$ cat src/rtl/song_recorder_pkg.sv
// rtl/song_recorder_pkg.sv - shared sizes and FSM state type for the song recorder
package recorder_pkg;

  localparam int NOTE_W = 5;
  localparam int DEPTH  = 128;
  localparam int ADDR_W = $clog2(DEPTH);

  typedef enum logic [1:0] {
    IDLE   = 2'd0,
    ARMED  = 2'd1,
    RECORD = 2'd2,
    DONE   = 2'd3
  } state_t;

endpackage

$ cat src/rtl/song_recorder_if.sv
// rtl/song_recorder_if.sv - control, button and playback signals of the song recorder
interface song_recorder_if #(
  parameter int NOTE_W = recorder_pkg::NOTE_W,
  parameter int DEPTH  = recorder_pkg::DEPTH,
  parameter int ADDR_W = $clog2(DEPTH)
);

  logic              beat;
  logic              rec_start;
  logic              rec_stop;
  logic [NOTE_W-1:0] button;
  logic [ADDR_W-1:0] rd_addr;
  logic [NOTE_W-1:0] rd_data;
  logic              recording;
  logic [ADDR_W:0]   length;
  logic              full;

  // driver side: sequencer / player
  modport master (
    output beat, rec_start, rec_stop, button, rd_addr,
    input  rd_data, recording, length, full
  );

  // recorder side
  modport slave (
    input  beat, rec_start, rec_stop, button, rd_addr,
    output rd_data, recording, length, full
  );

endinterface

$ cat src/rtl/song_recorder_step_capture.sv
// rtl/song_recorder_step_capture.sv - OR-accumulator catching button presses within one step
module step_capture #(
  parameter int W = recorder_pkg::NOTE_W
) (
  input  logic         clk,
  input  logic         rst,
  input  logic         clear,
  input  logic         enable,
  input  logic [W-1:0] button,
  output logic [W-1:0] acc
);

  // clear wins over accumulate so a step boundary starts from an empty pattern
  always_ff @(posedge clk or posedge rst) begin
    if (rst) begin
      acc <= '0;
    end else if (clear) begin
      acc <= '0;
    end else if (enable) begin
      acc <= acc | button;
    end
  end

endmodule

$ cat src/rtl/song_recorder.sv
// rtl/song_recorder.sv - records per-step button patterns into a song memory and plays them back
module song_recorder
  import recorder_pkg::state_t, recorder_pkg::IDLE, recorder_pkg::ARMED,
         recorder_pkg::RECORD, recorder_pkg::DONE;
#(
  parameter int NOTE_W = recorder_pkg::NOTE_W,
  parameter int DEPTH  = recorder_pkg::DEPTH
) (
  input  logic          clk,
  input  logic          rst,
  song_recorder_if.slave bus
);

  localparam int ADDR_W = $clog2(DEPTH);
  localparam logic [ADDR_W-1:0] LAST_ADDR = ADDR_W'(DEPTH - 1);

  state_t            state;
  state_t            state_next;
  logic [ADDR_W-1:0] wptr;
  logic [ADDR_W:0]   length;
  logic              full;
  logic [NOTE_W-1:0] acc;
  logic [NOTE_W-1:0] rd_data;
  logic [NOTE_W-1:0] mem [DEPTH];

  logic start_ok;
  logic wr_en;
  logic acc_clear;
  logic acc_enable;
  logic recording;

  // state register
  always_ff @(posedge clk or posedge rst) begin
    if (rst) begin
      state <= IDLE;
    end else begin
      state <= state_next;
    end
  end

  // next-state: rec_stop outranks beat in ARMED, a write on the last slot ends the take
  always_comb begin
    state_next = state;
    case (state)
      IDLE, DONE: begin
        if (bus.rec_start) state_next = ARMED;
      end
      ARMED: begin
        if (bus.rec_stop)  state_next = IDLE;
        else if (bus.beat) state_next = RECORD;
      end
      RECORD: begin
        if (bus.rec_stop || (bus.beat && wptr == LAST_ADDR)) state_next = DONE;
      end
      default: state_next = IDLE;
    endcase
  end

  // output decode: recording flag plus datapath strobes
  always_comb begin
    recording  = 1'b0;
    start_ok   = 1'b0;
    wr_en      = 1'b0;
    acc_clear  = 1'b0;
    acc_enable = 1'b0;
    case (state)
      IDLE, DONE: begin
        start_ok  = bus.rec_start;
        acc_clear = bus.rec_start;
      end
      ARMED: begin
        recording = 1'b1;
        acc_clear = bus.beat & ~bus.rec_stop;
      end
      RECORD: begin
        recording  = 1'b1;
        acc_enable = 1'b1;
        wr_en      = bus.beat;
        acc_clear  = bus.beat | bus.rec_stop;
      end
      default: ;
    endcase
  end

  step_capture #(.W(NOTE_W)) u_capture (
    .clk    (clk),
    .rst    (rst),
    .clear  (acc_clear),
    .enable (acc_enable),
    .button (bus.button),
    .acc    (acc)
  );

  // write pointer, step count and full flag; cleared when a new take is armed
  always_ff @(posedge clk or posedge rst) begin
    if (rst) begin
      wptr   <= '0;
      length <= '0;
      full   <= 1'b0;
    end else if (start_ok) begin
      wptr   <= '0;
      length <= '0;
      full   <= 1'b0;
    end else if (wr_en) begin
      wptr   <= wptr + ADDR_W'(1);
      length <= length + (ADDR_W + 1)'(1);
      if (wptr == LAST_ADDR) full <= 1'b1;
    end
  end

  // song memory write port; contents survive reset and are masked by length
  always_ff @(posedge clk) begin
    if (wr_en) begin
      mem[wptr] <= acc | bus.button;
    end
  end

  // registered read port; steps at or beyond length read as silence
  always_ff @(posedge clk or posedge rst) begin
    if (rst) begin
      rd_data <= '0;
    end else if ({1'b0, bus.rd_addr} < length) begin
      rd_data <= mem[bus.rd_addr];
    end else begin
      rd_data <= '0;
    end
  end

  assign bus.rd_data   = rd_data;
  assign bus.recording = recording;
  assign bus.length    = length;
  assign bus.full      = full;

endmodule

$ cat src/flat_wrapper.sv
// flat-port wrapper written by rule: the top's interface ports become plain ports
module song_recorder_flat import recorder_pkg::state_t, recorder_pkg::IDLE, recorder_pkg::ARMED,
         recorder_pkg::RECORD, recorder_pkg::DONE;
#(
  parameter int NOTE_W = recorder_pkg::NOTE_W,
  parameter int DEPTH  = recorder_pkg::DEPTH
)
  (clk, rst, bus_beat, bus_rec_start, bus_rec_stop, bus_button, bus_rd_addr, bus_rd_data, bus_recording, bus_length, bus_full);
  song_recorder_if #(.NOTE_W(NOTE_W), .DEPTH(DEPTH)) bus_i ();
  input  logic clk;
  input  logic rst;
  input wire logic [$bits(bus_i.beat)-1:0] bus_beat;
  input wire logic [$bits(bus_i.rec_start)-1:0] bus_rec_start;
  input wire logic [$bits(bus_i.rec_stop)-1:0] bus_rec_stop;
  input wire logic [$bits(bus_i.button)-1:0] bus_button;
  input wire logic [$bits(bus_i.rd_addr)-1:0] bus_rd_addr;
  output wire logic [$bits(bus_i.rd_data)-1:0] bus_rd_data;
  output wire logic [$bits(bus_i.recording)-1:0] bus_recording;
  output wire logic [$bits(bus_i.length)-1:0] bus_length;
  output wire logic [$bits(bus_i.full)-1:0] bus_full;
  assign bus_i.beat = bus_beat;
  assign bus_i.rec_start = bus_rec_start;
  assign bus_i.rec_stop = bus_rec_stop;
  assign bus_i.button = bus_button;
  assign bus_i.rd_addr = bus_rd_addr;
  assign bus_rd_data = bus_i.rd_data;
  assign bus_recording = bus_i.recording;
  assign bus_length = bus_i.length;
  assign bus_full = bus_i.full;
  song_recorder #(.NOTE_W(NOTE_W), .DEPTH(DEPTH)) u_core (.clk(clk), .rst(rst), .bus(bus_i));
endmodule
$ cat config.mk
export PLATFORM = sky130hd
export DESIGN_NAME = song_recorder_flat
export DESIGN_NICKNAME = d
export VERILOG_FILES = /design/src/rtl/song_recorder_pkg.sv /design/src/rtl/song_recorder_if.sv /design/src/rtl/song_recorder_step_capture.sv /design/src/rtl/song_recorder.sv /design/src/flat_wrapper.sv
export SDC_FILE = /design/constraint.sdc
export NUM_CORES = 1
export LEC_CHECK = 0
export CORE_MARGIN = 3
export CORE_UTILIZATION = 45
export CTS_BUF_LIST = sky130_fd_sc_hd__clkbuf_4 sky130_fd_sc_hd__clkbuf_8
export CTS_CLUSTER_DIAMETER = 120
export CTS_CLUSTER_SIZE = 10
export DETAILED_ROUTE_END_ITERATION = 16
export PLACE_DENSITY = 0.6
export SLEW_MARGIN = 25
export SYNTH_ARGS = -nofsm -noshare
export SYNTH_HDL_FRONTEND = slang
export SYNTH_SLANG_ARGS = --single-unit
$ cat constraint.sdc
create_clock -name clk -period 2.1 [get_ports clk]
set_input_delay 0.525 -clock clk [delete_from_list [all_inputs] [get_ports clk]]
set_output_delay 0.525 -clock clk [all_outputs]
set_load 0.03 [all_outputs]
==> impl_metrics.tcl, run 1 <==
set metrics [dict create \
    grt_max_degree 129 \
    ir_drop_v 0.00128 \
    tightest_slew_ns 0.588 \
    grt_util_all_layers_pct 20.8 \
    synth_edf_count 640 \
    core_area_um2 57800 \
    end_kind "register" \
    clock_latency_ns 0.67 \
    finalPower_mw 26.6 \
    drt_wl_total_mm 61.9 \
    cp.required_ns 2.70 \
    drive_gt1_share_pct 33.7 \
    clock_skew_ns 0.0275 \
    hold_viol 0 \
    grt_remaining_overflow 0 \
    max_freq_mhz 477 \
    ant_nets 0 \
    die_height_um 248 \
    clk_pin_slew_ns 0.08 \
    wire_per_inst_um 24.7 \
    pwr_density_cell_nw_per_um2 849 \
    fin_util_pct 54.2 \
    nFillCells 4564 \
    antenna_found_initial 1 \
    ys_warn_count 0 \
    gp_congestion 0.845 \
    numCtsBuffers 76 \
    cp_max_fo 5 \
    max-clock-path-buffers 3 \
    io_buffers 31 \
    setup_slack_ns 0.00486 \
    cap_violations 0 \
    timing.hold.ws_ns 0.226 \
    reg2reg_slack_ns 0.01 \
    synth_nets 1401 \
    outcome "completed" \
    setup_viol 0 \
    grt_pass1_wl_mm 93.3 \
    pre_cts_ws_ns -0.730 \
    synth_cells 1373 \
    synth_cell_types 47 \
    cp-start-kind "input pin" \
    viasPerCell 5.61 \
    relSlewSlack_pct 60.8 \
    final_cell_area_um2 31300 \
    die_w_um 248 \
    critPathArrivalTime_ns 2.69 \
    placed_area_um2 29900 \
    rsz0062_at_grt "true" \
    cts_root_buf "clkbuf_8" \
    fin_nets 1740 \
    cts_tree "yes" \
    timing_worst_setup_path_type "input pin to register" \
    drc 0 \
    cts_num_sinks 668 \
    initial_core_util_pct 45.6 \
    drv_slew 0 \
    finalCritPeriodShare_pct 99.8 \
    yosysSeqAreaShare_pct 75.5 \
    p_leak_nw 10.5 \
    netlist_area_um2 26400 \
    vias 14050 \
    ys_ff_latch 668 \
    placementRows 88 \
    htree_levels 3 \
    min_period_ns 2.10 \
    dp_hpwl_mm 40.9 \
    dr.first_iter.drc_count 1443 \
    holdCritPathClass "input pin to async pin" \
    ioPinCount 32 \
    grt_pass1_vias 14464 \
    syn2layout_area_growth_pct 18.8 \
    async_flop_share_pct 4.19 \
    drtPass1Iterations 5 \
    syn_avg_cell_area_um2 19.2 \
    dieArea_um2 61600 \
    synthFlopType "edfxtp_1" \
]
-- sequential cells by signal, indices dropped and copies added (netlist names) --
signal,cells
u_core.wptr,7
u_core.bus.rd_data,5
u_core.bus.length,8
u_core.bus.full,1
u_core.u_capture.acc,5
u_core.mem,640
u_core.state,2
-- cell usage after synthesis (15+ instances only) --
library cell    n  area (µm²)
clkbuf_1       42         158
mux2i_1        47         470
nand2_1        43         161
a22oi_1        32         240
edfxtp_1      640       19200
a21oi_1        39         195
mux4_2        147        3310
o221ai_1       16         140
o22ai_1        15        93.8
nor2_1        166         623
dfrtp_1        28         701
nand3_1        17        85.1
-- worst max-delay path, stage by stage --
cell             delay [ns]
clkdlybuf4s50_1        0.61
ha_4                   0.26
a21o_1                 0.16
a211o_1                0.31
a41oi_4                0.22
o31a_1                 0.29
nand3_1                0.13
o22ai_2                0.17
-- layer usage --
metal | GRT usage (%) | part of all wire [%] | vias to the layer above
li1 | - | - | 6191
met1 | 30.7 | 44 | 7274
met2 | 32.5 | 47 | 504
met3 | 3.07 | 6.4 | 81
met4 | 6.30 | 2.3 | 0
met5 | 0 | 0 | -
-- stage by stage --
stage,instances,setup TNS [ns]
finish,2503,0
global route,2503,-0.0604
CTS,2499,-0.0237
detailed placement,2396,-153.61
global placement,2396,-146.04
floorplan,1373,-0.661
-- worst paths after layout --
check                                        start                       to  cells past startpoint
min in group clk                     bus_button[3]  u_core.u_capture.acc[3]                      3
hold / removal                                 rst  u_core.u_capture.acc[3]                      3
setup / recovery                    bus_rd_addr[4]    u_core.bus.rd_data[1]                      8
hold reg to reg            u_core.u_capture.acc[3]  u_core.u_capture.acc[3]                      2
max in group asynchronous                      rst     u_core.bus.length[7]                      3
setup reg to reg              u_core.bus.length[4]    u_core.bus.rd_data[1]                      8
-- where the power goes --
| part | internal, mW | switching [mW] | total [mW] |
|---|---|---|---|
| clock network | 3.71 | 4.32 | 8.03 |
| logic | 1.04 | 1.96 | 2.99 |
| registers | 15.5 | 0.0711 | 15.6 |
| total | 20.3 | 6.35 | 26.6 |
-- cell type report --
cell class | instances | area (µm²) | area share, %
Antenna cell | 1 | 2.50 | 0.00799
Clock buffer | 97 | 1220 | 3.88
Clock inverter | 6 | 42.5 | 0.136
Inverter | 14 | 52.6 | 0.168
Multi-Input combinational cell | 616 | 6150 | 19.6
Sequential cell | 668 | 19900 | 63.6
Tap cell | 765 | 957 | 3.06
Timing Repair Buffer | 336 | 2980 | 9.52
-- cell usage in the layout (no fill, tap or decap), types with 4 or more instances in the layout --
master           instances
edfxtp_1               640
buf_4                  274
nor2_1                 165
mux4_2                 147
clkbuf_8                78
mux2i_1                 46
nand2_1                 43
a21oi_1                 39
buf_12                  31
a22oi_1                 30
dfrtp_1                 27
clkbuf_4                19
nand3_1                 17
o221ai_1                16
o22ai_1                 14
clkdlybuf4s50_1         14
o21ai_0                 11
inv_1                    9
nor2b_1                  9
ha_1                     9
xnor2_1                  8
a221oi_1                 6
nand4_1                  5
or2_4                    5
dlygate4sd2_1            5
nand2b_1                 4
nor4_1                   4
clkinvlp_4               4
clkdlybuf4s15_1          4
-- logic make-up (layout without fill, tap and decap cells) --
group	after synthesis	in the layout	synth area share [%]
DFF	668	668	75.5
and+or+nand+nor	264	264	4.19
muxes	195	195	14.4
AOI/OAI and AO/OA	135	135	3.40
buffers and inverters	89	453	1.62
adders and majority gates	11	11	0.522
xor gates and xnor gates	11	11	0.365
other	0	1	0
-- repair_timing --
action | 4_1_cts | 5_1_grt
buffers inserted | 0 | 3
hold buffers | 0 | 0
gates resized for setup | 44 | 12
pin swaps | 1 | 2
gates cloned | 0 | 0
setup endpoints to repair | 20 | 7
Power figures use the tool's default switching activity.
==> inputs of run 2 (changes only) <==
--- a/config.mk
+++ b/config.mk
@@ -5,7 +5,7 @@
 export SDC_FILE = /design/constraint.sdc
 export NUM_CORES = 1
 export LEC_CHECK = 0
-export CORE_MARGIN = 3
+export CORE_MARGIN = 4
 export CORE_UTILIZATION = 45
 export CTS_BUF_LIST = sky130_fd_sc_hd__clkbuf_4 sky130_fd_sc_hd__clkbuf_8
 export CTS_CLUSTER_DIAMETER = 120
==> impl_metrics.tcl, run 2 (synthesized netlist as in run 1, its figures left out) <==
set metrics [dict create \
    most-common-layout-cells "640 x edfxtp_1, 275 x buf_4, 165 x nor2_1" \
    pwr-share-comb_pct 11.3 \
    timing_worst_setup_path_type "register to register" \
    reg2reg_depth 6 \
    cp_max_fo 1 \
    viasPerCell 5.62 \
    cts_num_sinks 668 \
    grt_max_degree 129 \
    relSlewSlack_pct 57.5 \
    largest_register_ff_count 640 \
    power_frac_seq_pct 58.2 \
    timing.hold.ws_ns 0.258 \
    pwr-share-clk_pct 30.4 \
    grt_remaining_overflow 0 \
    cap_violations 0 \
    finalCritPeriodShare_pct 98.7 \
    seq_area_um2 19900 \
    initial_core_util_pct 45.5 \
    p_sw_share_pct 23.5 \
    min_period_ns 2.07 \
    fin_nets 1750 \
    dp_hpwl_mm 42.1 \
    hold_viol 0 \
    clock_skew_ns 0.0219 \
    wire_per_inst_um 24.8 \
    tightest_slew_ns 0.637 \
    placed_area_um2 30100 \
    antenna_found_initial 1 \
    cp.required_ns 2.64 \
    critPathArrivalTime_ns 2.61 \
    p_switching_mw 6.29 \
    vias 14142 \
    outcome "completed" \
    syn2layout_area_growth_pct 19.4 \
    placementRows 88 \
    die_height_um 250 \
    ir_drop_v 0.00107 \
    setup_viol 0 \
    reg_top3 "u_core.mem: 640 flops, u_core.bus.length: 8 flops, u_core.wptr: 7 flops" \
    drv_slew 0 \
    cellInternalPower_mw 20.5 \
    final_cell_area_um2 31500 \
    cts_tree "yes" \
    drive_gt1_share_pct 34.0 \
    final_common_cell "edfxtp_1" \
    cts_root_buf "clkbuf_8" \
    regMostFlops "u_core.mem" \
    grt_pass1_wl_mm 94.1 \
    io_buffers 31 \
    pwr_density_cell_nw_per_um2 849 \
    drt_wl_total_mm 62.5 \
    grt_util_all_layers_pct 20.0 \
    htree_levels 3 \
    max-clock-path-buffers 3 \
    finalSetupTns_ns 0 \
    holdCritPathClass "input pin to async pin" \
    fin_util_pct 54.4 \
    numCtsBuffers 76 \
    max_freq_mhz 483 \
    ioPinCount 32 \
    drc 0 \
    ant_nets 0 \
    die_w_um 250 \
    dr.first_iter.drc_count 1287 \
    reg2reg_slack_ns 0.03 \
    gp_congestion 0.850 \
    drtPass1Iterations 5 \
    p_leak_nw 10.6 \
    r2r_end "u_core.bus.rd_data[3]" \
    cts_hold_buf 0 \
    timing.rr.start "u_core.mem[120][3]" \
    end_kind "register" \
    rsz0062_at_grt "true" \
    grt_pass1_vias 14680 \
    core_area_um2 57900 \
    clk_pin_slew_ns 0.07 \
    cp-start-kind "register" \
    dieArea_um2 62600 \
    multi_input_area_um2 6090 \
    nFillCells 4641 \
    clock_latency_ns 0.65 \
]
-- run 2: repair_timing --
action                     CTS  global route
gates resized for setup     40             8
pin swaps                    1             6
setup endpoints to repair   19            73
buffers inserted             1             2
-- run 2: worst max-delay path by stage --
stage	start	endpoint	slack [ns]	depth (start not counted)
2_1_floorplan	bus_rd_addr[0]	u_core.bus.rd_data[3]	-0.15	7
4_1_cts	u_core.bus.rd_data[2]	bus_rd_data[2]	0.004	1
6_report	u_core.mem[120][3]	u_core.bus.rd_data[3]	0.03	6
3_5_place_dp	bus_rd_addr[2]	u_core.bus.rd_data[3]	-0.70	9
5_1_grt	u_core.bus.length[4]	u_core.bus.rd_data[4]	-0.04	8
3_3_place_gp	bus_rd_addr[2]	u_core.bus.rd_data[3]	-0.68	9
-- run 2: critical path, cell delays in order (launching register included) --
cell and delay (ns):
edfxtp_1 0.37, mux4_2 0.50, mux4_2 0.53, mux2i_1 0.16, buf_4 0.14, nor3_1 0.04
a211o_1 0.22
-- run 2: power groups by stage --
| stage | clock network [mW] | registers, mW | logic [mW] |
|---|---|---|---|
| detailed placement | 0 | 15.9 | 3.04 |
| CTS | 8.38 | 15.6 | 3.07 |
| global placement | 0 | 15.9 | 2.95 |
| floorplan | 0 | 15.9 | 1.47 |
| global route | 8.99 | 15.6 | 3.28 |
| finish | 8.14 | 15.6 | 3.03 |
-- run 2: area by class of cell --
cell class	instances	area share, %
antenna	1	0.00795
clock buffer	104	4.09
clock inverter	1	0.0119
inverter	14	0.167
multi-input combinational	616	19.3
sequential	668	63.2
tap	765	3.04
timing repair buffer	346	10.1
-- run 2: metal layers --
metal	routed length (µm)	share of wire, %	global-route usage, %	vias up
li1	-	-	-	6219
met4	1330	2.1	5.28	0
met2	30100	48	32.0	457
met3	3830	6.1	3.64	87
met5	0	0	0	-
met1	27200	44	29.0	7379
-- run 2: stage by stage --
stage / setup slack (ns) / power (mW) / std cells
floorplan: -0.146 / 17.4 / 1373
global placement: -0.676 / 18.8 / 2406
detailed placement: -0.700 / 18.9 / 2406
global route: -0.0407 / 27.8 / 2515
finish: 0.0277 / 26.7 / 2515
CTS: 0.00376 / 27.0 / 2512
==> inputs of run 3 (changes only) <==
--- a/config.mk
+++ b/config.mk
@@ -11,6 +11,7 @@
 export CTS_CLUSTER_DIAMETER = 120
 export CTS_CLUSTER_SIZE = 10
 export DETAILED_ROUTE_END_ITERATION = 16
+export GPL_TIMING_DRIVEN = 0
 export PLACE_DENSITY = 0.6
 export SLEW_MARGIN = 25
 export SYNTH_ARGS = -nofsm -noshare
==> impl_metrics.tcl, run 3 (synthesized netlist as in run 1, its figures left out) <==
set metrics [dict create \
    drc 0 \
    ant_nets 0 \
    cp_common_cell "a21oi_1" \
    holdCritPathClass "input pin to async pin" \
    vias 13815 \
    numCtsBuffers 76 \
    core_area_um2 57900 \
    dp.cells 2179 \
    drt_wl_total_mm 68.0 \
    clk_pin_slew_ns 0.07 \
    dr.first_iter.drc_count 1751 \
    max-clock-path-buffers 3 \
    met2WireLength_mm 32.4 \
    final_cell_area_um2 31300 \
    cp.required_ns 2.65 \
    clock_latency_ns 0.67 \
    critPathArrivalTime_ns 2.69 \
    cap_violations 0 \
    setup_viol 3 \
    finalCritPeriodShare_pct 102 \
    ioPinCount 32 \
    outcome "finished, violations left" \
    io_buffers 30 \
    stdcell_count 2322 \
    htree_levels 3 \
    cp-start-kind "input pin" \
    p_leak_nw 9.77 \
    timing_worst_setup_path_type "input pin to register" \
    grt_pass1_wl_mm 99.1 \
    cp_cell_sequence "buf_2, buf_12, buf_8, buf_6, mux4_2, a22oi_1, a21oi_1, a21oi_1, a21oi_2, o21bai_1" \
    cts_num_sinks 668 \
    drtPass1Iterations 5 \
    antenna_found_initial 1 \
    rsz0062_at_grt "true" \
    pre_cts_ws_ns -2.53 \
    routed.top_layer "met4" \
    slowest_stage "mux4_2" \
    viasPerCell 5.95 \
    cts_root_buf "clkbuf_8" \
    max_freq_mhz 467 \
    final_common_cell "edfxtp_1" \
    placed_area_um2 28000 \
    cts_hold_buf 0 \
    violations "negative setup slack" \
    grt_remaining_overflow 0 \
    cp_max_fo 10 \
    hold_viol 0 \
    drv_slew 0 \
    grt_pass1_vias 14108 \
    grt_max_degree 69 \
    regMostFlops "u_core.mem" \
    syn2layout_area_growth_pct 18.7 \
    die_height_um 250 \
    drive_gt1_share_pct 38.4 \
    finalPower_mw 27.1 \
    wl_met3_mm 4.89 \
    cts_tree "yes" \
    relSlewSlack_pct 47.8 \
    setup_slack_ns -0.0433 \
    clock_skew_ns 0.0280 \
    ir_drop_v 0.00104 \
    die_w_um 250 \
    reg_top3 "u_core.mem: 640 flops, u_core.bus.length: 8 flops, u_core.wptr: 7 flops" \
    most-common-layout-cells "640 x edfxtp_1, 147 x mux4_2, 87 x nor2_4" \
    min_period_ns 2.14 \
    dp_hpwl_mm 44.6 \
    dieArea_um2 62600 \
    wire_per_inst_um 29.3 \
    pwr_density_cell_nw_per_um2 864 \
    wirelength_met1_mm 29.0 \
    tightest_slew_ns 0.783 \
    gp_congestion 0.851 \
    end_kind "register" \
    timing.hold.ws_ns 0.291 \
    placementRows 88 \
    initial_core_util_pct 45.5 \
    largest_register_ff_count 640 \
    grt_util_all_layers_pct 21.8 \
    fin_nets 1553 \
    slowest_delay_ns 0.35 \
]
run 3: metrics by stage:
stage          util, %  setup TNS [ns]
2_1_floorplan        -          -0.661
3_3_place_gp      47.9        -1428.46
3_5_place_dp      48.3         -657.01
4_1_cts           53.3           -1.07
5_1_grt           54.1           -1.82
6_report          54.1          -0.110
run 3: power breakdown:
group | total [mW] | internal [mW] | switching [mW] | leakage [nW]
clock network | 8.24 | 3.91 | 4.33 | 0.699
registers | 15.6 | 15.5 | 0.105 | 6.11
logic | 3.22 | 1.11 | 2.12 | 2.97
total | 27.1 | 20.5 | 6.55 | 9.77
run 3: path summary, 6_finish.rpt:
path	from	endpoint	slack, ns	cells past startpoint
setup reg to reg	u_core.bus.length[4]	u_core.bus.rd_data[4]	0.01	9
hold / removal	rst	u_core.state[1]	0.29	2
hold reg to reg	u_core.u_capture.acc[2]	u_core.u_capture.acc[2]	0.50	2
setup / recovery	bus_rd_addr[1]	u_core.bus.rd_data[0]	-0.04	10
min in group clk	u_core.u_capture.acc[2]	u_core.u_capture.acc[2]	0.50	2
max in group asynchronous	rst	u_core.wptr[3]	1.31	2
run 3: critical path, delay by kind of cell:
family,cells,cell delay [ns]
AO/OA/AOI/OAI,5,0.99
buffers and inverters,4,0.80
multiplexers,1,0.35
run 3: final cells by class:
class                      instances  area (µm²)
timing repair buffer              83         891
buffer                            66         913
multi-input combinational        616        7260
clock inverter                     2        11.3
inverter                          14        53.8
sequential                       668       19900
antenna                            1        2.50
fill                            4605       26600
tap                              765         957
clock buffer                     107        1300
run 3: metal layers:
layer	vias to the layer above	track usage [%]
met4	0	6.85
met1	7246	31.7
met3	101	3.71
met2	596	34.3
met5	-	0
li1	5872	-
run 3: what timing repair did:
item / CTS / global route
resized for setup: 408 / 92
setup buffers: 16 / 24
gates cloned: 2 / 0
endpoints found under the setup margin: 666 / 452
pin swaps: 15 / 20
hold endpoints to repair: 0 / 0
==> variant 1, RTL diff (config.mk and constraints of run 1) <==
Set the package constant `NOTE_W` to 6 (it was 5).
--- a/src/rtl/song_recorder_pkg.sv
+++ b/src/rtl/song_recorder_pkg.sv
@@ -1,7 +1,7 @@
 // rtl/song_recorder_pkg.sv - shared sizes and FSM state type for the song recorder
 package recorder_pkg;
 
-  localparam int NOTE_W = 5;
+  localparam int NOTE_W = 6;
   localparam int DEPTH  = 128;
   localparam int ADDR_W = $clog2(DEPTH);
 
Interface: changed (resized bus_button and bus_rd_data); port bits go from 32 to 34. The function was not compared with the original's and may differ.
==> variant 1 against run 1 <==
  * The flow now finishes with violations (setup timing)
  * Register-to-register slack improved by 0.05 ns
  * Combinational power increased by 17%
  * Sequential share of layout area increased by 0.31 points
  * Routed wire length is 25% higher
  * Sequential cell count rose by 130
  * Maximum frequency decreased by 1.3%
  * Cell area grew 19%
  * Cell count is 16% higher
  * Die area increased by 19%
  * Power is 19% higher
  * Critical endpoint unchanged
  * Critical path depth unchanged
  * Worst setup slack got worse by 0.027 ns
  * Synthesized area rose by 19%
  * Sequential power rose by 19%
==> variant 1: results <==
[routing]
first_iter_violations = 1940
wl_met1_mm = 33.4
wl_per_cell_microns = 26.5
num_vias = 16489
wl_met2_mm = 36.8

[sta]
slew_headroom_pct = 61.7
skew_ns = 0.0291
setup_viol = 1
whs_ns = 0.228
finalWorstSetupSlack_ns = -0.0218

[clock_tree]
cts_buffers = 89
clk_latency_ns = 0.70

[global_routing]
grt_use_met2_pct = 33.7
grt_max_degree = 105

[run_status]
outcome = complete, but fails checks
violations = setup timing

[logic_synthesis]
synth.distinct_cells = 46
synth_compound_area_share_pct = 3.47
syn_nets = 1598
synth_mux_area_share_pct = 14.6
synth-edff-count = 768
synthTopCellsByCount = edfxtp_1 (768), mux4_2 (179), nor2_1 (155)
async_flop_share_pct = 3.76

[finish]
fin_nets = 1972
drive_gt1_share_pct = 38.6
top_regs = u_core.mem: 768 flops, u_core.bus.length: 8 flops, u_core.wptr: 7 flops
fin_area_sq_mm = 0.0373

[pwr]
power.share.switching_pct = 23.9
p_seq_share_pct = 58.7
vdd_drop_max_uv = 619
power.leakage_nw = 12.4

[placed_design]
place_congestion = 0.869
place_ws_ns = -0.704
dp_cells = 2781
hpwl_mm = 51.9

[setup_path]
arrival_ns = 2.70
crit_family = buffers and inverters
reg2reg_slack_ns = 0.06
startpoint = bus_rd_addr[5]
r2r_end = u_core.mem[89][3]
==> variant 1: changes by cell type in the layout (fill, tap and decap cells not counted), moves of 12 or more <==
cell | run 1 | this run
nor2_4 | 0 | 13
clkbuf_8 | 78 | 90
mux4_2 | 147 | 179
nor2_2 | 1 | 55
a21oi_1 | 39 | 26
edfxtp_1 | 640 | 768
nor2_1 | 165 | 87
buf_4 | 274 | 295
a221oi_1 | 6 | 22
a22o_1 | 0 | 16
a22oi_1 | 30 | 7
==> variant 1: layout make-up <==
type	count	share of cell area, %
Antenna cell	1	0.00671
Clock buffer	114	3.81
Sequential cell	798	63.9
Timing Repair Buffer	370	9.02
Clock inverter	7	0.144
Tap cell	931	3.13
Inverter	14	0.141
Multi-Input combinational cell	670	19.9
==> variant 1: what timing repair did <==
| action | in CTS | in global routing |
|---|---|---|
| gates resized for setup | 56 | 25 |
| setup buffers | 0 | 2 |
| setup endpoints to repair | 126 | 114 |
| pin swaps | 1 | 6 |
==> variant 2, RTL diff (settings of run 1) <==
Made on the original files. Make the reset (`rst`) synchronous in 4 clocked blocks.
--- a/src/rtl/song_recorder_step_capture.sv
+++ b/src/rtl/song_recorder_step_capture.sv
@@ -11,7 +11,7 @@
 );
 
   // clear wins over accumulate so a step boundary starts from an empty pattern
-  always_ff @(posedge clk or posedge rst) begin
+  always_ff @(posedge clk) begin
     if (rst) begin
       acc <= '0;
     end else if (clear) begin
--- a/src/rtl/song_recorder.sv
+++ b/src/rtl/song_recorder.sv
@@ -30,7 +30,7 @@
   logic recording;
 
   // state register
-  always_ff @(posedge clk or posedge rst) begin
+  always_ff @(posedge clk) begin
     if (rst) begin
       state <= IDLE;
     end else begin
@@ -92,7 +92,7 @@
   );
 
   // write pointer, step count and full flag; cleared when a new take is armed
-  always_ff @(posedge clk or posedge rst) begin
+  always_ff @(posedge clk) begin
     if (rst) begin
       wptr   <= '0;
       length <= '0;
@@ -116,7 +116,7 @@
   end
 
   // registered read port; steps at or beyond length read as silence
-  always_ff @(posedge clk or posedge rst) begin
+  always_ff @(posedge clk) begin
     if (rst) begin
       rd_data <= '0;
     end else if ({1'b0, bus.rd_addr} < length) begin
Formal check against the unedited RTL: differs if rst is asserted again (counterexample within 4 cycles, from zero or initial values and one cycle with rst high); with rst held inactive, the same outputs for 4 cycles.
==> variant 2 against run 1 <==
  * Sequential power down 6%
  * Synthesized cell count up 0.44%
  * Power down 8.2%
  * Routed wire length up 3.5%
  * Die area up 0.10%
  * Worst setup slack better by 0.017 ns
  * Synthesized area up 0.11%
  * Register-to-register slack better by 0.10 ns
  * Utilization up 0.51 points
  * Cell area up 1.1%
  * Cell count up 1.7%
  * Sequential cell count unchanged
  * Non-clock buffer count up 33
  * Combinational power down 48%
  * Largest cell class unchanged
==> variant 2: results <==
[placed_design]
place_congestion = 0.882
io_buffers = 31
dp_cells = 2435
hpwl_mm = 42.9

[worst_hold_path]
holdPathStages = 2
hold_class = reg -> reg

[pwr]
vdd_drop_max_uv = 404
power.leakage_nw = 10.6
power.share.switching_pct = 21.3

[setup_path]
crit_fanout = 1
r2r_end = u_core.mem[121][4]
r2r_cells = 5
arrival_ns = 1.55
critical-path-max-stage-delay_ns = 0.51
crit_slowest_cell = dfxtp_1
crit_family = flip-flops
reg2reg_slack_ns = 0.11
timing.rr.start = u_core.wptr[0]

[sta]
skew_ns = 0.0517
slew_headroom_pct = 58.8

[logic_synthesis]
async_flop_share_pct = 0
synth.distinct_cells = 54
syn_nets = 1407
synth-seq-area-share_pct = 74.9
synthTopCellsByCount = edfxtp_1 (640), nor2_1 (157), mux4_2 (152)
ys.flop_type = edfxtp_1
avgSynthCellArea_sq_um = 19.1
synth_area_leaders = edfxtp_1 (73%), mux4_2 (13%), nor2_1 (2.2%)

[global_routing]
grt_pass1_wl_mm = 96.3
antenna_found_initial = 1
grt_usage_pct = 21.5
grt_pass1_vias = 14795

[routing]
drt_first_pass_iters = 8
wl_mm = 64.0
drc = 0
drt-vias-per-instance = 5.66
first_iter_violations = 1438

[run_status]
outcome = finished clean

[finish]
final_cells = 2545
top_regs = u_core.mem: 640 flops, u_core.bus.length: 8 flops, u_core.wptr: 7 flops
drive_gt1_share_pct = 36.2
fin_nets = 1776
antennaDiodeCount = 0
regMostFlops = u_core.mem

[clock_tree]
ctsHtreeMaxLevel = 3
path_clk_slew_ns = 0.09
cts_root_buf = clkbuf_8
variant 2: metrics by stage:
step | setup slack, ns | area, sq um | hold slack, ns
4_1_cts | -0.0113 | 31700 | 0.403
6_report | 0.0221 | 31700 | 0.472
3_5_place_dp | -0.629 | 30300 | 0.457
3_3_place_gp | -0.597 | 30300 | 0.449
2_1_floorplan | -0.0759 | 26500 | 0.429
5_1_grt | -0.0130 | 31700 | 0.444
variant 2: power by group through the flow:
stage / logic [mW] / registers (mW) / clock network (mW)
floorplan: 0.842 / 14.9 / 0
global route: 1.63 / 14.6 / 9.06
CTS: 1.55 / 14.6 / 8.52
finish: 1.54 / 14.6 / 8.29
global placement: 1.52 / 14.9 / 0
detailed placement: 1.54 / 14.9 / 0
variant 2: final cells by class:
class | count | area [sq um]
inverters | 16 | 62.6
flip-flops and latches | 668 | 19800
multi-input cells | 617 | 6200
fillers | 4584 | 26200
clock inverters | 1 | 8.76
clock buffers | 109 | 1310
well taps | 765 | 957
repair buffers | 369 | 3350
variant 2: worst max path at each step:
stage,start,end,depth (start not counted)
after detailed placement,bus_rd_addr[2],u_core.bus.rd_data[0],9
after floorplan,u_core.state[0],u_core.mem[127][0],8
after CTS,u_core.state[0],bus_recording,4
after global placement,bus_rd_addr[0],u_core.bus.rd_data[2],8
after global routing,u_core.bus.length[2],u_core.bus.rd_data[0],8
final,u_core.bus.rd_data[1],bus_rd_data[1],1
variant 2: per-layer routing:
| metal | GRT usage (%) | share of wire (%) | vias to the layer above |
|---|---|---|---|
| met1 | 30.4 | 43 | 7542 |
| met2 | 34.9 | 49 | 496 |
| met5 | 0 | 0 | - |
| met4 | 6.47 | 2.2 | 0 |
| met3 | 3.38 | 6.3 | 76 |
| li1 | - | - | 6302 |
variant 2: cells by family after synthesis:
family | count (synthesis) | share of synthesized area (%)
flip-flops | 668 | 74.9
XOR/XNOR | 11 | 0.365
multiplexers | 175 | 13.9
AND/OR/NAND/NOR | 277 | 4.65
adder cells (fa/ha/maj) | 11 | 0.521
buffers and inverters | 94 | 1.92
AO/OA/AOI/OAI | 143 | 3.78
variant 2: repair_timing:
action / in CTS / in global routing
gates resized for setup: 32 / 9
setup buffers: 0 / 0
pin swaps: 0 / 1
hold buffers: 0 / 0
endpoints found under the setup margin: 15 / 9
